--- src/rtl/mem_wb_stage_pkg.sv ---
// Shared widths and the write-back bus type for the MEM/WB pipeline register.
package mem_wb_stage_pkg;

  localparam int REG_IDX_W = 4;
  localparam int DATA_W    = 32;

  typedef struct packed {
    logic                 en;
    logic [REG_IDX_W-1:0] dest;
    logic [DATA_W-1:0]    value;
  } wb_bus_t;

endpackage : mem_wb_stage_pkg

--- src/rtl/mem_wb_stage_perf_counter.sv ---
// wb_perf_counter: free-running event counter with an increment strobe.
// Synchronous active-high reset; wraps modulo 2^CNT_W.
module wb_perf_counter #(
  parameter int CNT_W = 32
) (
  input  logic             clk,
  input  logic             rst,
  input  logic             i_inc,
  output logic [CNT_W-1:0] o_count
);

  logic [CNT_W-1:0] r_count;

  always_ff @(posedge clk) begin
    if (rst) begin
      r_count <= '0;
    end else if (i_inc) begin
      r_count <= r_count + CNT_W'(1);
    end
  end

  assign o_count = r_count;

endmodule : wb_perf_counter

--- src/rtl/mem_wb_stage.sv ---
// MEM/WB pipeline register with freeze/flush and a forwarding tap.
// Define MEM_WB_PERF_CNT_EN to add retired/load/stall performance counters.
module mem_wb_stage
  import mem_wb_stage_pkg::*;
#(
  parameter int CNT_W = 32
) (
  input  logic                 clk,
  input  logic                 rst,
  input  logic                 freeze,
  input  logic                 flush,
  input  logic                 WB_EN_in,
  input  logic                 MEM_R_EN_in,
  input  logic                 MEM_W_EN_in,
  input  logic [DATA_W-1:0]    ALU_Res_in,
  input  logic [DATA_W-1:0]    MEM_Result_in,
  input  logic [REG_IDX_W-1:0] Dest_in,
  output logic                 WB_EN,
  output logic [REG_IDX_W-1:0] WB_Dest,
  output logic [DATA_W-1:0]    WB_Value,
  output logic                 WB_Fwd_EN,
  output logic [REG_IDX_W-1:0] WB_Fwd_Dest,
  output logic [DATA_W-1:0]    WB_Fwd_Val
`ifdef MEM_WB_PERF_CNT_EN
  ,
  output logic [CNT_W-1:0]     retired_cnt,
  output logic [CNT_W-1:0]     load_cnt,
  output logic [CNT_W-1:0]     stall_cnt
`endif
);

  logic                 en_q;
  logic                 rd_q;
  logic [DATA_W-1:0]    alu_q;
  logic [DATA_W-1:0]    mem_q;
  logic [REG_IDX_W-1:0] dest_q;
  logic                 w_capture;
  wb_bus_t              w_wb;

  assign w_capture = !rst && !flush && !freeze;

  // NOTE: clocked state uses non-blocking assignments so every register
  // samples pre-edge values regardless of statement order.
  always_ff @(posedge clk) begin
    if (rst || flush) begin
      en_q   <= 1'b0;
      rd_q   <= 1'b0;
      alu_q  <= '0;
      mem_q  <= '0;
      dest_q <= '0;
    end else if (!freeze) begin
      en_q   <= WB_EN_in;
      rd_q   <= MEM_R_EN_in;
      alu_q  <= ALU_Res_in;
      mem_q  <= MEM_Result_in;
      dest_q <= Dest_in;
    end
  end

  // Write-back mux reads registers only, so no input reaches an output in the same cycle.
  assign w_wb.en    = en_q;
  assign w_wb.dest  = dest_q;
  assign w_wb.value = rd_q ? mem_q : alu_q;

  assign WB_EN       = w_wb.en;
  assign WB_Dest     = w_wb.dest;
  assign WB_Value    = w_wb.value;
  assign WB_Fwd_EN   = w_wb.en;
  assign WB_Fwd_Dest = w_wb.dest;
  assign WB_Fwd_Val  = w_wb.value;

`ifdef MEM_WB_PERF_CNT_EN
  logic w_retire;
  logic w_load;
  logic w_stall;

  // Bubbles are captured but only real register writes or stores retire.
  assign w_retire = w_capture && (WB_EN_in || MEM_W_EN_in);
  assign w_load   = w_retire && MEM_R_EN_in;
  assign w_stall  = !rst && freeze && !flush && en_q;

  wb_perf_counter #(.CNT_W(CNT_W)) u_retired_cnt (
    .clk     (clk),
    .rst     (rst),
    .i_inc   (w_retire),
    .o_count (retired_cnt)
  );

  wb_perf_counter #(.CNT_W(CNT_W)) u_load_cnt (
    .clk     (clk),
    .rst     (rst),
    .i_inc   (w_load),
    .o_count (load_cnt)
  );

  wb_perf_counter #(.CNT_W(CNT_W)) u_stall_cnt (
    .clk     (clk),
    .rst     (rst),
    .i_inc   (w_stall),
    .o_count (stall_cnt)
  );
`else
  // Store indicator and counter width only matter when counters are built in.
  logic w_unused_perf;
  assign w_unused_perf = MEM_W_EN_in & w_capture & (CNT_W > 0);
`endif

endmodule : mem_wb_stage

--- config.mk ---
export PLATFORM = sky130hd
export DESIGN_NAME = mem_wb_stage
export DESIGN_NICKNAME = d
export VERILOG_FILES = /design/src/rtl/mem_wb_stage_pkg.sv /design/src/rtl/mem_wb_stage_perf_counter.sv /design/src/rtl/mem_wb_stage.sv
export SDC_FILE = /design/constraint.sdc
export NUM_CORES = 1
export LEC_CHECK = 0
export ABC_CLOCK_PERIOD_IN_PS = 2200
export BUFFER_PORTS_ARGS = -buffer_cell sky130_fd_sc_hd__buf_2
export CORE_MARGIN = 2
export CORE_UTILIZATION = 28
export DETAILED_ROUTE_END_ITERATION = 7
export PLACE_DENSITY = 0.57
export SLEW_MARGIN = 20
export SYNTH_ARGS = -nofsm -noshare
export SYNTH_HDL_FRONTEND = slang
export SYNTH_SLANG_ARGS = --single-unit
--- constraint.sdc ---
create_clock -name clk -period 2.2 [get_ports clk]
set_input_delay 0.11 -clock clk [delete_from_list [all_inputs] [get_ports clk]]
set_output_delay 0.11 -clock clk [all_outputs]
set_load 0.05 [all_outputs]
==> results.md <==
- Status: completed
- Rows: 39
- Die Span Y: ~110 µm
- Unrepaired setup endpoints after global routing: false
- Worst Setup SP: rd_q
- Final ANT Viol Nets: 0
- Crit-path slowest cell: dfxtp_2
- FF-to-FF End: rd_q
- Mapped Cells: 300
- Vias in the first global route: ~2.3k
- Yosys top cell by area: dfxtp_1
- Post-CTS sizing: 0
- Pleak: between 2 and 2.5 nW
- Async SR Flop Fraction: 0%
- Compound-Gate Fraction of Synth Area: 0%
- PortBufs: around 150
- Largest delay contributor family on the critical path: flip-flops
- RR Startpoint: rd_q
- Most common library cells after synthesis: dfxtp_1, mux2i_1, nor2_1
- WP buf/inv: 2
- Reg2Reg Depth: 2
- CP Capture Type: primary output
- Top FF cell, synth: dfxtp_1
- Min Tclk post-route: ~1.9 ns
- Initial antenna violation count: 0
- Syn avg cell area: ~11 µm²
- Final period utilization: between 80% and 90%
- Inserted Diodes: 0
- Max cap viols: 0
- Share of cells above drive strength 1: roughly half
- Critical-path cell list: buf_12 > mux2_2 > buf_2
- Cell variety after synth: 8
- Vias per cell: between 4 and 5
- Vias: around 2.3k
- CTS Hold Bufs: 0
- DRT iter0 DRCs: between 60 and 70
- Worst Setup Start Kind: flop
- # Post-CTS Setup Buffers: 0
- Post-synthesis simple-gate area fraction: under 10%
- Arr. time, crit path: roughly 1.8 ns
- Critical path depth: 3
- Pre-Repair DR Iteration Count: 4
- Grt total ovfl: 0
- Routability Congestion: 0.685
- Post-synthesis net count: 375
- DRC viols: 0
- Pin count of the biggest net entering global routing: 40
- Actual slew at the worst max-slew pin: around 0.64 ns
- Yosys warns: 0
- Nets: ~480
- Wire per inst: roughly 13 µm
- Final Non-Filler Cells: 554
- Largest family of logic cells by synthesized area: multiplexers
- DP Wirelength: about 5000 µm
- H-tree levels: 3
- Die width: approximately 110 µm
- CTS Root Cell: clkbuf_16
- Adder-Cell Fraction of Synth Area: 0%
- R2R Setup Slk: approximately 1.3 ns
- Core area: between 10,000 and 15,000 µm²
- Crit path largest cell delay: 0.62 ns
- Clock Sinks: 70
- Share of the synthesized area in the top cell type: 43.3%
- Setup-failing EPs final: 0
- Fmax: about 530 MHz
- CTS Buf Count: 9
- Post-synthesis mux area share: between 30% and 40%
- Boundary Pins: roughly 150
- Synth Cell Area: 3240 µm²
- Fin. Hold Viols: 0
- Crit path kind: flop to primary output
- CTS max path bufs: 2
- Synth area leaders: dfxtp_1, mux2i_1, mux2_2
- Sequential fraction of the synthesis area: a little over two fifths
- Setup TNS: 0 ns
- Synth-to-Final Area Change: 24.6%
- Drt total wl: slightly below 7000 µm
- Slew HR: 57.6%
- Gr usage total: 11.5%
- Hold WC Path Type: primary input to flop
- Starting Density: between 20 and 30%
- Pwr Density: around 810 nW/µm²
- Required time worst endpoint: 2.09 ns
- Flops & latches, synth: 70
- First-pass GRT wire length: 11,300 µm
- Synth Area in XOR/XNOR: 0%
- Clk_skew: 0 ns
- Reg clk slew, reported paths: approximately 0.06 ns
- Worst skew pair latency: around 0.32 ns
- Max VDD drop: about 0.40 mV
- Number of flops mapped to enable cells by yosys: 0
- Placed insts: approximately 540
- Crit-path max FO: 19
- CP Capture Point: WB_Value[11]
- TritonCTS clock tree: built
- Die area: between 10,000 and 15,000 µm²
- Max Slew Vio Count: 0
==> sequential cells by signal (all words and copies together) (netlist names) <==
register  count
WB_Dest       4
WB_EN         1
alu_q        32
mem_q        32
rd_q          1
==> stage by stage <==
stage | area, µm² | utilization [%] | hold WS [ns] | setup slack (ns) | power (mW)
floorplan | 3240 | - | 0.254 | 0.836 | 1.76
global placement | 3730 | 32.8 | 0.340 | 0.625 | 1.84
detailed placement | 3730 | 32.8 | 0.348 | 0.628 | 1.85
CTS | 4030 | 35.5 | 0.00175 | 0.270 | 3.32
global route | 4030 | 35.5 | 0.00536 | 0.217 | 3.42
finish | 4030 | 35.5 | 0.0143 | 0.326 | 3.26
==> report_power, final <==
group          leakage, nW  switching, mW  internal, mW
Sequential           0.571         0.0236          1.31
Clock                0.152          0.512         0.933
Combinational         1.39          0.306         0.174
==> cells by family (layout without fill, tap and decap cells) <==
group | after synthesis | count (layout)
muxes | 102 | 102
and+or+nand+nor | 71 | 71
DFF | 70 | 70
buffers and inverters | 57 | 168
==> worst min-delay path by stage <==
stage                     start    endpoint  slack [ns]  depth (start not counted)
6_report       MEM_Result_in[2]    mem_q[2]        0.01                          3
5_1_grt          ALU_Res_in[19]   alu_q[19]       0.005                          3
4_1_cts        MEM_Result_in[2]    mem_q[2]       0.002                          3
3_5_place_dp   MEM_Result_in[2]    mem_q[2]        0.35                          3
3_3_place_gp     ALU_Res_in[30]   alu_q[30]        0.34                          3
2_1_floorplan        Dest_in[0]  WB_Dest[0]        0.25                          2
==> metal layers <==
metal	GRT usage (%)	up-vias	routed length, µm
met5	0	-	0
met4	3.70	0	75
met3	4.74	7	516
met2	19.3	81	3260
met1	13.4	1056	3080
li1	-	1172	-
==> worst min-delay path, stage by stage <==
cell     delay, ns
buf_2         0.07
mux2i_1       0.05
nor2_1        0.07
==> placed cells by master, fill, tap and decap left out, drive strengths merged <==
cell type	Yosys	layout
buf	57	152
bufinv	0	1
clkbuf	0	12
clkinv	0	3
dfxtp	70	70
mux2	32	32
mux2i	70	70
nor2	70	70
or2	1	1
==> cell type report <==
type                            instances  area [µm²]
Fill cell                            1173        7340
Clock inverter                          4        45.0
Clock buffer                           12         256
Multi-Input combinational cell        173        1340
Sequential cell                        70        1400
Tap cell                              143         179
Timing Repair Buffer                  152         813
Note: power is estimated with default switching activity, not from simulation.
